`config.mk`:
```
export PLATFORM = sky130hd
export DESIGN_NAME = shreg_sequencer
export DESIGN_NICKNAME = d
export VERILOG_FILES = /design/src/rtl/shreg_sequencer_pkg.sv /design/src/rtl/shreg_seq_counter.sv /design/src/rtl/shreg_sequencer.sv
export SDC_FILE = /design/constraint.sdc
export NUM_CORES = 1
export LEC_CHECK = 0
export BUFFER_PORTS_ARGS = -buffer_cell sky130_fd_sc_hd__buf_2
export CAP_MARGIN = 20
export CORE_MARGIN = 1
export CORE_UTILIZATION = 40
export DETAILED_ROUTE_END_ITERATION = 10
export PLACE_DENSITY = 0.7
export SETUP_SLACK_MARGIN = 0.2
export SLEW_MARGIN = 0
export SYNTH_ARGS = -nofsm -noshare
export SYNTH_HDL_FRONTEND = slang
export SYNTH_SLANG_ARGS = --single-unit
```
`constraint.sdc`:
```
create_clock -name Clk -period 1.84 [get_ports Clk]
set_input_delay 0.276 -clock Clk [delete_from_list [all_inputs] [get_ports Clk]]
set_output_delay 0.276 -clock Clk [all_outputs]
set_load 0.005 [all_outputs]
```
`src/rtl/shreg_sequencer_pkg.sv`:
```
// Shared encodings for the shift-register sequencer: command bus values, FSM states and
// counter sizing. Both the sequencer and the shift register import this package.
package shreg_sequencer_pkg;

   localparam int unsigned CntWidth = 8;

   // Command bus seen by the universal shift register.
   typedef enum logic [1:0] {
      SelHold = 2'b00,
      SelShr  = 2'b01,
      SelShl  = 2'b10,
      SelLoad = 2'b11
   } sel_e;

   typedef enum logic [1:0] {
      StIdle  = 2'b00,
      StLoad  = 2'b01,
      StShift = 2'b10,
      StDone  = 2'b11
   } state_e;

   function automatic sel_e shift_sel(input logic dir);
      return dir ? SelShl : SelShr;
   endfunction

endpackage

```
`src/rtl/shreg_seq_counter.sv`:
```
// Shift-cycle counter: clear has priority over enable; tc_o flags the last shift cycle.
module shreg_seq_counter
   import shreg_sequencer_pkg::*;
#(
   parameter int unsigned SHIFTS = 8
) (
   input  logic clk_i,
   input  logic rst_ni,
   input  logic clr_i,
   input  logic en_i,
   output logic tc_o
);

   // With SHIFTS = 0 the sequencer never enters SHIFT, so the wrapped value is never compared.
   localparam logic [CntWidth-1:0] TcValue = CntWidth'(SHIFTS - 1);

   logic [CntWidth-1:0] count_q;
   logic [CntWidth-1:0] count_d;

   always_comb begin
      count_d = count_q;
      if (clr_i) begin
         count_d = '0;
      end else if (en_i) begin
         count_d = count_q + CntWidth'(1);
      end
   end

   always_ff @(posedge clk_i or negedge rst_ni) begin
      if (!rst_ni) begin
         count_q <= '0;
      end else begin
         count_q <= count_d;
      end
   end

   assign tc_o = (count_q == TcValue);

endmodule

```
`src/rtl/shreg_sequencer.sv`:
```
// Command sequencer for the universal shift register: per accepted byte it issues one load,
// SHIFTS shift cycles in the captured direction, then a hold cycle carrying a Done pulse.
module shreg_sequencer
   import shreg_sequencer_pkg::*;
#(
   parameter int unsigned WIDTH  = 8,
   parameter int unsigned SHIFTS = 8
) (
   input  logic             Clk,
   input  logic             Rst_n,
   input  logic [WIDTH-1:0] InData,
   input  logic             InValid,
   input  logic             InDir,
   output logic             InReady,
   input  logic             Abort,
   output logic [WIDTH-1:0] Din,
   output logic [1:0]       Sel,
   output logic             Busy,
   output logic             Done
);

   state_e           state_q;
   logic [WIDTH-1:0] data_q;
   logic             dir_q;
   logic             tc;
   logic             cnt_clr;
   logic             cnt_en;

   // The count only runs while shifting; any exit from SHIFT leaves it cleared for the next byte.
   assign cnt_en  = (state_q == StShift);
   assign cnt_clr = (state_q != StShift) || Abort || tc;

   shreg_seq_counter #(
      .SHIFTS (SHIFTS)
   ) u_counter (
      .clk_i  (Clk),
      .rst_ni (Rst_n),
      .clr_i  (cnt_clr),
      .en_i   (cnt_en),
      .tc_o   (tc)
   );

   always_ff @(posedge Clk or negedge Rst_n) begin
      if (!Rst_n) begin
         state_q <= StIdle;
         data_q  <= '0;
         dir_q   <= 1'b0;
      end else begin
         case (state_q)
            StIdle: begin
               // Abort is deliberately ignored here so a simultaneous valid byte is taken.
               if (InValid) begin
                  state_q <= StLoad;
                  data_q  <= InData;
                  dir_q   <= InDir;
               end
            end
            StLoad: begin
               if (Abort) begin
                  state_q <= StIdle;
               end else if (SHIFTS == 0) begin
                  state_q <= StDone;
               end else begin
                  state_q <= StShift;
               end
            end
            StShift: begin
               if (Abort) begin
                  state_q <= StIdle;
               end else if (tc) begin
                  state_q <= StDone;
               end
            end
            StDone: begin
               state_q <= StIdle;
            end
            default: begin
               state_q <= StIdle;
            end
         endcase
      end
   end

   // Moore decode: outputs depend only on state and the captured byte/direction.
   always_comb begin
      InReady = 1'b0;
      Sel     = SelHold;
      Din     = '0;
      Busy    = 1'b0;
      Done    = 1'b0;
      case (state_q)
         StIdle: begin
            InReady = 1'b1;
         end
         StLoad: begin
            Sel  = SelLoad;
            Din  = data_q;
            Busy = 1'b1;
         end
         StShift: begin
            Sel  = shift_sel(dir_q);
            Busy = 1'b1;
         end
         StDone: begin
            Done = 1'b1;
         end
         default: begin
            InReady = 1'b0;
         end
      endcase
   end

endmodule

```
# Yosys cells after proc, flatten, opt, wreduce, memory -nomap -nowiden
# Index checks and enable logic that the tools add are counted.
[classes] addsub=1 reduce_logical=7 eq_ne=7 muxes=13
[ops] operator="$mux W8" n=3
[ops] operator="$mux W2" n=5
[ops] operator="$add A8 B1 Y8 const B" n=1
[ops] operator="$eq A8 B3 Y1 const B" n=1
[ops] operator="$pmux W2 S4" n=1
[ops] operator="$eq A2 B2 Y1 const B" n=2
[ops] operator="$ne A2 B2 Y1 const B" n=2
[ops] operator="$pmux W2 S2" n=1
[ops] operator="$reduce_and A2 Y1" n=2
[ops] operator="$mux W1" n=3
[ops] operator="$ne A3 B3 Y1 const B" n=1
[ops] operator="$eq A2 B1 Y1 const B" n=1
[ops] operator="$logic_not A2 Y1" n=1
[ops] operator="$logic_or A1 B1 Y1" n=2
[ops] operator="$reduce_bool A2 Y1" n=1
[ops] operator="$reduce_or A2 Y1" n=1
[word_totals] in_bits=13 register_bits=19 out_inout_bits=13 elab_cells=32

# Longest topological paths before layout
# Gate-level depths: netlist of the first run.
[depth] ltp_word=4 depth_mapped=5 ltp_nobuf=5

# By module
# A second synthesis of the first run with hierarchy kept.
[hier_totals] hier_cells=89 area_unflattened_um2=993.5
[by_module_without_submodules] module="shreg_sequencer" cells_each=50 area_per_inst_um2=591.8 instances=1 seq_area_each_um2=275.3
[by_module_without_submodules] module="shreg_seq_counter" cells_each=39 area_per_inst_um2=401.6 instances=1 seq_area_each_um2=200.2

# Worst setup path after synthesis of the first run
# OpenSTA, ideal clock, no wires.
[synth_timing] path_type="register to register" from="register u_counter.count_q[3]" to="register state_q[0]" slack_ps=321 setup_time_ps=87 stages_incl_launch_ff=4 t_arrival_ps=1432 synth_period_minus_slack_ps=1519 t_required_ps=1753 path_buffers=0 cell_sequence="dfrtp_1 -> or4_4 -> o31a_1 -> a211oi_2"
[synth_between] elab_chain_len=3
[synth_rtl] element="start: declaration" line_no="shreg_seq_counter.sv:17" rtl="logic [CntWidth-1:0] count_q;"
[synth_rtl] element="start signal: assignment" line_no="shreg_seq_counter.sv:33" rtl="count_q <= count_d;"
[synth_rtl] element="$eq A8 B3 Y1" line_no="shreg_seq_counter.sv:37" rtl="assign tc_o = (count_q == TcValue);"
[synth_rtl] element="$ne A3 B3 Y1 (no line)"
[synth_rtl] element="$reduce_and A2 Y1 (no line)"
[synth_rtl] element="end signal: assignment" line_no="shreg_sequencer.sv:45" rtl="state_q <= StIdle;"
[synth_rtl] element="end signal: assignment" line_no="shreg_sequencer.sv:53" rtl="state_q <= StLoad;"
[synth_rtl] element="end signal: assignment" line_no="shreg_sequencer.sv:60" rtl="state_q <= StIdle;"
[synth_rtl] element="end: declaration" line_no="shreg_sequencer.sv:22" rtl="state_e state_q;"
# Every way passes these cells.
# A chain may end at the register's enable or synchronous reset.

# Worst setup path in the final report of the first run
[layout_timing] from="register state_q[0]" to="output port Sel[1]"
[layout_between] elab_chain_len=2 elab_cells_between_ends=3 classes_between="eq/ne (2); mux (1)"
[layout_rtl] element="$eq A2 B2 Y1 / $eq A2 B1 Y1 (equally long branches)" line_no="shreg_sequencer.sv:91" rtl="case (state_q)"
[layout_rtl] element="$pmux W2 S2 *" line_no="shreg_sequencer.sv:91"
[layout_rtl] element="end: declaration" line_no="shreg_sequencer.sv:17" rtl="output logic [1:0] Sel,"
# Every way passes the cells marked *; elsewhere a longest branch is shown, timed or not.

==> out/results.tsv, run 1 <==
metric	value	unit
status	completed	
syn_area	973	µm²
cp.required	1560	ps
cts_tree	yes	
ys.flop_type	dfrtp_1	
fin_skew	3.59	ps
ys_warn_count	0	
min_period	1680	ps
cts_sinks	19	
p_per_area	1260	nW/µm²
final_nets	142	
use_met2	30.5	%
clk_latency	310	ps
cts-root-buf	clkbuf_4	
start_util	43.2	%
max-vdd-ir-drop	876	µV
drtPass1Iterations	4	
period_share	91.4	%
syn-num-nets	106	
layout-drive-gt1-share	47.5	%
cts_buffer_depth	2	
dp_cells	140	
die_area	2630	µm²
critPathArrivalTime	1410	ps
gp_congestion	0.765	
worst_setup_path_end_kind	output port	
vias	786	
synth-seq-area-share	48.8	%
rsz0062_at_grt	yes	
cts-htree-levels	1	
final_cells	150	
fmax	594	MHz
dieWidth	51.3	µm
ant_nets	0	
rows	17	
core	2250	µm²
busiest_layer	met2	
first_global_vias	789	
drt_wl_total	2.06	mm
worst_pin_slew	425	ps
cts_buffers	3	
slowest_delay	450	ps
grt_max_degree	20	
crit_buf_inv	2	
slew_violations	0	
max_slew_margin	71.7	%
gr-usage-all-layers	17.2	%
antenna_cells	0	
grt.overflow.total	0	
grt_pass1_wl	3.31	mm
netlist_instances	87	
groute.layer.met1.usage	20.6	%
leakage	0.577	nW
wl_per_cell	13.7	µm
met3_usage	2.68	%
cap_violations	0	
crit_path_top_delay_cell	dfrtp_2	
final_util	56.6	%
clk_pin_slew_worst_paths	120	ps
finalSetupViolCount	0	
port_buffers	25	
remaining_drc_errors	0	
synth-seq-cells	19	
antenna_found_initial	0	
critPathLaunchType	flop	
viasPerCell	5.24	
dieHeight	51.3	µm
path_max_fanout	3	
synthDistinctLibCells	26	
async_flop_share	100	%
drt_iter0_markers	22	
critPathTopFamily	flip-flops	
fin_setup_tns	0	ps
areaGrowthSynthToFinish	31.1	%
synth_edf_count	0	
path_cells	inv_4 -> ha_1 -> nor2b_1 -> buf_2	
hp-class	primary input to flop	
path_class	flop to output port	
ios	26	
final_hold_viol_count	0	
hpwl	1.37	mm
avgSynthCellArea	11.2	µm²
-- registers in the layout (all words and copies together) (netlist names) --
signal and cells:
dir_q 1, data_q 8, state_q 2, u_counter.count_q 8
-- cell usage in the layout (no fill, tap or decap) --
cell type	instances
a21oi_2	1
o31ai_4	1
a211oi_2	1
buf_2	25
o31a_1	1
buf_6	1
dlygate4sd3_1	1
xor2_1	2
or3_1	3
nor2b_2	1
buf_4	5
xnor2_1	1
dfrtp_2	3
nor2_1	5
and2_1	10
o21a_1	1
ha_4	2
ha_1	4
o311ai_0	1
nor2b_1	2
a21oi_1	3
inv_4	2
o21ai_0	3
nand4_1	1
nor2b_4	1
mux2_2	9
nand3_1	3
nand2b_1	1
nand2_1	4
clkbuf_4	3
dfrtp_1	16
nor3_1	1
or4_4	2
o211ai_1	1
clkinv_2	1
-- cells in the mapped netlist, types with 2 or more instances --
| cell | count | share of area [%] |
|---|---|---|
| and2_1 | 10 | 6.4 |
| nor2b_1 | 4 | 2.6 |
| mux2_2 | 9 | 10 |
| nor2_1 | 5 | 1.9 |
| nand3_1 | 3 | 1.5 |
| a21oi_1 | 4 | 2.1 |
| ha_1 | 6 | 7.7 |
| inv_1 | 2 | 0.77 |
| nand2_1 | 4 | 1.5 |
| dfrtp_1 | 19 | 49 |
| or3_1 | 3 | 1.9 |
| o21ai_0 | 3 | 1.5 |
| xor2_1 | 2 | 1.8 |
-- cells by family (layout without fill, tap and decap cells) --
family	Yosys count	count (layout)	synth area share, %
adder cells (fa/ha/maj)	6	6	7.71
buffers and inverters	3	38	1.16
flip-flops	19	19	48.8
multiplexers	9	9	10.4
XOR/XNOR	3	3	2.70
AO/OA/AOI/OAI	13	13	9.51
AND/OR/NAND/NOR	34	34	19.7
-- routing by layer --
metal,share of wire [%],vias to the layer above
met3,4.5,6
met1,42,370
met5,0,-
met2,51,30
met4,1.7,0
li1,-,380
-- worst paths after layout --
check | start | to | slack (ps) | depth (start not counted)
setup / recovery | state_q[0]$_DFFE_PN0P_ | Sel[1] | 160 | 4
hold / removal | InData[0] | data_q[0]$_DFFE_PN0P_ | 190 | 2
setup reg to reg | state_q[0]$_DFFE_PN0P_ | state_q[1]$_DFFE_PN0P_ | 200 | 5
hold reg to reg | u_counter.count_q[0]$_DFFE_PN0P_ | u_counter.count_q[0]$_DFFE_PN0P_ | 490 | 1
max in group asynchronous | Rst_n | u_counter.count_q[3]$_DFFE_PN0P_ | 1100 | 2
min in group asynchronous | Rst_n | u_counter.count_q[0]$_DFFE_PN0P_ | 420 | 2
-- worst register-to-register path, stage by stage, from the launching register on --
cell and delay [ps]:
dfrtp_2 450, inv_4 60, buf_4 140, ha_1 220, or4_4 520, o211ai_1 180
-- cell type report --
cell class / instances / area [µm²]
fillers: 221 / 978
multi-input cells: 65 / 538
flip-flops and latches: 19 / 479
repair buffers: 32 / 184
well taps: 28 / 35.0
clock buffers: 3 / 22.5
inverters: 2 / 12.5
clock inverters: 1 / 5.00
-- stage by stage --
stage | area (µm²) | power, mW | setup slack, ps | hold WS [ps]
after floorplan | 973 | 1.00 | 321 | -19.6
after global placement | 1140 | 1.22 | 260 | 241
after detailed placement | 1140 | 1.25 | 235 | 240
after CTS | 1210 | 1.52 | 155 | 191
after global routing | 1280 | 1.72 | 106 | 178
final | 1280 | 1.61 | 157 | 190
-- where the power goes --
group | total (mW) | internal, mW | leakage, nW | switching (mW)
registers | 0.634 | 0.542 | 0.238 | 0.0920
clock network | 0.224 | 0.0813 | 0.0177 | 0.142
logic | 0.749 | 0.432 | 0.321 | 0.317
total | 1.61 | 1.06 | 0.577 | 0.551
-- timing repair --
| action | in CTS | in global routing |
|---|---|---|
| hold buffers | 1 | 0 |
| endpoints found under the hold margin | 19 | 0 |
| gates resized for setup | 5 | 13 |
| setup endpoints to repair | 11 | 17 |
| pin swaps | 0 | 1 |
| buffers inserted | 3 | 2 |
No activity file was read; power rests on OpenSTA's default activity.
==> inputs of run 2 (changes only) <==
--- a/config.mk
+++ b/config.mk
@@ -5,6 +5,7 @@
 export SDC_FILE = /design/constraint.sdc
 export NUM_CORES = 1
 export LEC_CHECK = 0
+export ABC_AREA = 1
 export BUFFER_PORTS_ARGS = -buffer_cell sky130_fd_sc_hd__buf_2
 export CAP_MARGIN = 20
 export CORE_MARGIN = 1
==> run 2 against run 1 <==
Compared with the run above:
- cell count grew 17%
- wire length fell by 7.8%
- non-clock buffer count stayed put
- clock skew up 3.0 ps
- sequential share of layout area decreased by 0.56 points
- die area grew 3.0%
- synthesized cell count up 30%
- first-iteration DRC count decreased by 50%
- global-route usage down 0.92 points
- total power up 13%
- sequential power hardly changed
==> out/results.tsv, run 2 <==
metric	value	unit
status	completed	
avgSynthCellArea	8.88	µm²
critPathLaunchType	flop	
start_util	43.7	%
reg_top3	data_q x8, u_counter.count_q x8, state_q x2	
clk_pin_slew_worst_paths	110	ps
synthDistinctLibCells	20	
ys_warn_count	0	
gr-usage-all-layers	16.3	%
cp-startpoint	state_q[1]$_DFFE_PN0P_	
cts_sinks	19	
port_buffers	25	
holdWs	194	ps
antenna_cells	0	
syn_area	1000	µm²
synth-seq-cells	19	
power	1.82	mW
grt_max_degree	20	
hpwl	1.34	mm
async_flop_share	100	%
vias	829	
synth_area_leaders	dfrtp_1 (47%), mux2_2 (10%), nand2_1 (7.9%)	
placed_area	1150	µm²
rsz0062_at_grt	yes	
cts-root-buf	clkbuf_4	
remaining_drc_errors	0	
ant_nets	0	
critPathArrivalTime	1390	ps
cp.required	1560	ps
slowest_delay	420	ps
layout-drive-gt1-share	40.8	%
period_share	90.3	%
synth-seq-area-share	47.4	%
leakage	0.681	nW
ys.flop_type	dfrtp_1	
path_cells	buf_4 -> ha_4 -> o21ai_2 -> nor2_1 -> buf_2	
crit_path_top_delay_cell	dfrtp_1	
dieWidth	52.1	µm
fin_skew	6.61	ps
hp-class	primary input to flop	
fillers	205	
slew_violations	0	
min_path_cells	2	
rr_worst_depth	6	
mostFrequentLayoutCells	buf_2 (25), nand2_1 (19), dfrtp_1 (18)	
areaGrowthSynthToFinish	28.4	%
yosysTopAreaCell	dfrtp_1	
layout_commonest_cell	buf_2	
final_nets	167	
final_cells	175	
fin_setup_tns	0	ps
first_global_vias	760	
reg2reg_slack	420	ps
viasPerCell	4.74	
wl_per_cell	10.8	µm
p_per_area	1410	nW/µm²
max-vdd-ir-drop	759	µV
drt_wl_total	1.90	mm
drtPass1Iterations	4	
core	2300	µm²
hp-start	InData[7]	
drt_iter0_markers	11	
syn-num-nets	132	
fin_area	1290	µm²
path_class	flop to output port	
path_max_fanout	3	
die_area	2710	µm²
cts-htree-levels	1	
grt.overflow.total	0	
clk_latency	300	ps
ys_top_cells_by_count	nand2_1 (21), dfrtp_1 (19), inv_1 (19)	
cap_violations	0	
dieHeight	52.1	µm
finalSetupViolCount	0	
grt_pass1_wl	3.13	mm
synth_edf_count	0	
yosysMostFrequentCell	nand2_1	
final_hold_viol_count	0	
cts_tree	yes	
gp_congestion	0.828	
worst_setup_path_end_kind	output port	
min_period	1660	ps
max_slew_margin	71.6	%
netlist_instances	113	
min_to	data_q[7]$_DFFE_PN0P_	
cts_buffers	3	
rows	17	
dp_cells	165	
cts_buffer_depth	2	
fmax	602	MHz
synth_top_cell_area_share	47.4	%
antenna_found_initial	0	
worst_pin_slew	427	ps
timing.rr.end	state_q[0]$_DFFE_PN0P_	
r2r-start	u_counter.count_q[0]$_DFFE_PN0P_	
ios	26	
==> run 2: cell count changes after synthesis, moves of 3 or more <==
cell,change
and2_1,-10
or3_1,-3
a21oi_1,-3
nand2_1,+17
nor2b_1,-4
nor3_1,+5
inv_1,+17
nor2_1,+10
==> run 2: how the worst max path moves through the flow <==
| stage | endpoint | depth (start not counted) |
|---|---|---|
| after global placement | Sel[0] | 6 |
| after floorplan | data_q[0]$_DFFE_PN0P_ | 4 |
| after detailed placement | Sel[0] | 6 |
| after global routing | Sel[1] | 5 |
| after CTS | Sel[0] | 6 |
| final | Sel[1] | 5 |
==> run 2: metal layers <==
metal	track usage, %	part of all wire [%]	vias up
li1	-	-	419
met3	6.43	7.6	4
met1	16.4	42	378
met5	0	0	-
met2	29.9	49	28
met4	5.41	1.4	0
==> run 2: stage by stage <==
step | worst slack [ps] | util [%]
floorplan | 538 | -
global placement | 428 | 50.3
detailed placement | 382 | 50.3
CTS | 171 | 55.4
global route | 97.7 | 56.1
finish | 179 | 56.1
==> run 2: kinds of logic after synthesis <==
group           synth area share [%]
buf+inv                         9.10
mux                             10.1
simple gates                    21.9
fa+ha+maj                       7.48
flops                           47.4
xor+xnor                       0.873
compound gates                  3.12
==> run 2: critical path, delay by kind of cell, from the launching register on <==
| kind | cells | cell delay (ps) |
|---|---|---|
| flops | 1 | 420 |
| compound gates | 1 | 170 |
| buf+inv | 2 | 280 |
| simple gates | 1 | 50 |
| fa+ha+maj | 1 | 160 |
==> run 2: layout make-up <==
cell class                      instances  area [µm²]  share of cell area [%]
Tap cell                               28        35.0                    2.72
Timing Repair Buffer                   32         188                    14.6
Sequential cell                        19         477                    37.0
Clock inverter                          1        5.00                   0.388
Multi-Input combinational cell         72         487                    37.8
Inverter                               20        75.1                    5.83
Clock buffer                            3        22.5                    1.75
==> run 2: where the power goes <==
part / switching, mW / internal [mW] / leakage [nW]
registers: 0.0833 / 0.548 / 0.242
clock network: 0.132 / 0.0812 / 0.0177
logic: 0.449 / 0.522 / 0.421
==> run 2: timing repair <==
item	CTS	global route
gates cloned	1	0
buffers inserted	4	0
endpoints found under the hold margin	19	0
hold buffers	1	0
endpoints found under the setup margin	10	11
pin swaps	1	0
resized for setup	11	6
==> inputs of run 3 (changes only) <==
--- a/config.mk
+++ b/config.mk
@@ -11,9 +11,10 @@
 export CORE_MARGIN = 1
 export CORE_UTILIZATION = 40
 export DETAILED_ROUTE_END_ITERATION = 10
-export PLACE_DENSITY = 0.7
+export PLACE_DENSITY = 0.69
 export SETUP_SLACK_MARGIN = 0.2
 export SLEW_MARGIN = 0
 export SYNTH_ARGS = -nofsm -noshare
 export SYNTH_HDL_FRONTEND = slang
+export SYNTH_HIERARCHICAL = 1
 export SYNTH_SLANG_ARGS = --single-unit
==> run 3 against run 2 <==
Compared with the run above:
- combinational power increased by 50%
- largest power group unchanged
- clock power about the same
- non-clock buffer count increased by 17
- critical path depth increased by 8
- die area increased by 13%
==> out/results.tsv, run 3 <==
metric	value	unit
path_max_fanout	5	
worst_pin_slew	450	ps
reg_top3	data_q x8, u_counter/count_q x8, state_q x2	
viasPerCell	5.00	
synth-seq-area-share	41.8	%
placed_area	1290	µm²
cap_violations	0	
r2r-start	u_counter/count_q[0]$_DFFE_PN0P_	
final_cells	229	
cp-startpoint	u_counter/count_q[0]$_DFFE_PN0P_	
drt_iter0_markers	23	
ys_warn_count	6	
dieHeight	55.4	µm
path_class	flop to flop	
rows	18	
cts_buffers	3	
critPathArrivalTime	1920	ps
cts_sinks	19	
cp.required	2040	ps
rr_worst_depth	13	
first_global_vias	1166	
status	completed	
power	2.31	mW
remaining_drc_errors	0	
async_flop_share	100	%
clk_latency	290	ps
yosysMostFrequentCell	nand2_1	
synth_top_cell_area_share	41.8	%
gp_congestion	0.819	
ys_top_cells_by_count	nand2_1 (46), inv_1 (24), dfrtp_1 (19)	
leakage	0.907	nW
cts-htree-levels	1	
fmax	581	MHz
reg2reg_slack	120	ps
cts_buffer_depth	2	
final_nets	219	
cp-endpoint	u_counter/count_q[5]$_DFFE_PN0P_	
yosysTopAreaCell	dfrtp_1	
syn-num-nets	168	
grt.overflow.total	0	
antenna_found_initial	0	
max-vdd-ir-drop	1330	µV
dp_cells	203	
synthDistinctLibCells	22	
timing.rr.end	u_counter/count_q[5]$_DFFE_PN0P_	
p_per_area	1370	nW/µm²
dieWidth	55.4	µm
grt_max_degree	20	
ys.flop_type	dfrtp_1	
slew_violations	0	
drt_wl_total	3.00	mm
hp-class	primary input to flop	
period_share	93.5	%
core	2590	µm²
layout-drive-gt1-share	49.2	%
die_area	3060	µm²
fin_area	1680	µm²
ios	26	
areaGrowthSynthToFinish	47.9	%
vias	1144	
syn_area	1140	µm²
cts_tree	yes	
max_slew_margin	70.0	%
hpwl	1.78	mm
cts-root-buf	clkbuf_4	
avgSynthCellArea	7.64	µm²
synth_area_leaders	dfrtp_1 (42%), nand2_1 (15%), inv_1 (7.9%)	
wl_per_cell	13.1	µm
gr-usage-all-layers	19.0	%
ant_nets	0	
start_util	44.0	%
netlist_instances	149	
synth-seq-cells	19	
finalSetupViolCount	0	
mostFrequentLayoutCells	nand2_1 (34), buf_2 (20), dfrtp_1 (19)	
critPathLaunchType	flop	
synth_edf_count	0	
clk_pin_slew_worst_paths	110	ps
drtPass1Iterations	4	
worst_setup_path_end_kind	flop	
rsz0062_at_grt	yes	
grt_pass1_wl	4.66	mm
layout_commonest_cell	nand2_1	
port_buffers	25	
final_hold_viol_count	0	
fin_skew	8.67	ps
antenna_cells	0	
min_period	1720	ps
==> run 3: logic make-up after synthesis <==
| logic type | Yosys count | share of synthesized area [%] |
|---|---|---|
| flip-flops | 19 | 41.8 |
| buffers and inverters | 29 | 11.2 |
| AO/OA/AOI/OAI | 9 | 4.29 |
| XOR/XNOR | 1 | 0.769 |
| AND/OR/NAND/NOR | 85 | 35.4 |
| adder cells (fa/ha/maj) | 6 | 6.59 |
==> run 3: repair_timing <==
item | 4_1_cts | 5_1_grt
endpoints found under the setup margin | 16 | 19
pin swaps | 3 | 9
hold buffers | 1 | 0
endpoints found under the hold margin | 19 | 0
resized for setup | 25 | 31
cloned | 0 | 0
buffers inserted | 16 | 5
==> run 3: cell type report <==
cell class | count | area [µm²]
multi-input combinational | 101 | 672
timing repair buffer | 49 | 370
clock buffer | 4 | 26.3
tap | 30 | 37.5
fill | 189 | 906
sequential | 19 | 475
inverter | 26 | 103
==> run 3: stage by stage <==
step           setup WS [ps]  TNS [ps]  hold slack [ps]  utilization (%)
2_1_floorplan            218         0            -19.6                -
3_3_place_gp             115         0              243             49.9
3_5_place_dp            33.4         0              248             49.9
4_1_cts                  158         0              204             60.1
5_1_grt                -5.67     -5.67              203             65.0
6_report                 119         0              207             65.0
==> run 3: critical path: stages (launching register included) <==
cell	delay, ps
dfrtp_1	440
ha_4	180
nand2_2	70
inv_2	50
nand3_2	80
nor4_4	40
nor2_1	130
nand2_2	100
nor2_4	240
nor2_4	60
nand3b_1	80
nand2_1	60
nand2_1	50
inv_1	40
==> run 3: worst min path at each step <==
stage,start,to,slack (ps),depth (start not counted)
after global placement,Rst_n,u_counter/count_q[6]$_DFFE_PN0P_,240,1
after CTS,InData[3],data_q[3]$_DFFE_PN0P_,200,3
after global routing,InData[7],data_q[7]$_DFFE_PN0P_,200,3
after floorplan,Rst_n,data_q[0]$_DFFE_PN0P_,-20,0
final,InData[3],data_q[3]$_DFFE_PN0P_,210,3
after detailed placement,Rst_n,u_counter/count_q[4]$_DFFE_PN0P_,250,1
==> run 3: report_power, final <==
group          switching, mW  total [mW]  leakage (nW)  internal [mW]
sequential            0.0998       0.635         0.247          0.535
clock                  0.129       0.213        0.0150         0.0842
combinational          0.734        1.46         0.645          0.730
==> run 3: per-layer routing <==
| layer | wire [µm] | global-route usage, % |
|---|---|---|
| met1 | 1140 | 19.8 |
| met2 | 1730 | 37.7 |
| met3 | 84 | 2.81 |
| met4 | 47 | 6.79 |
| met5 | 0 | 0 |
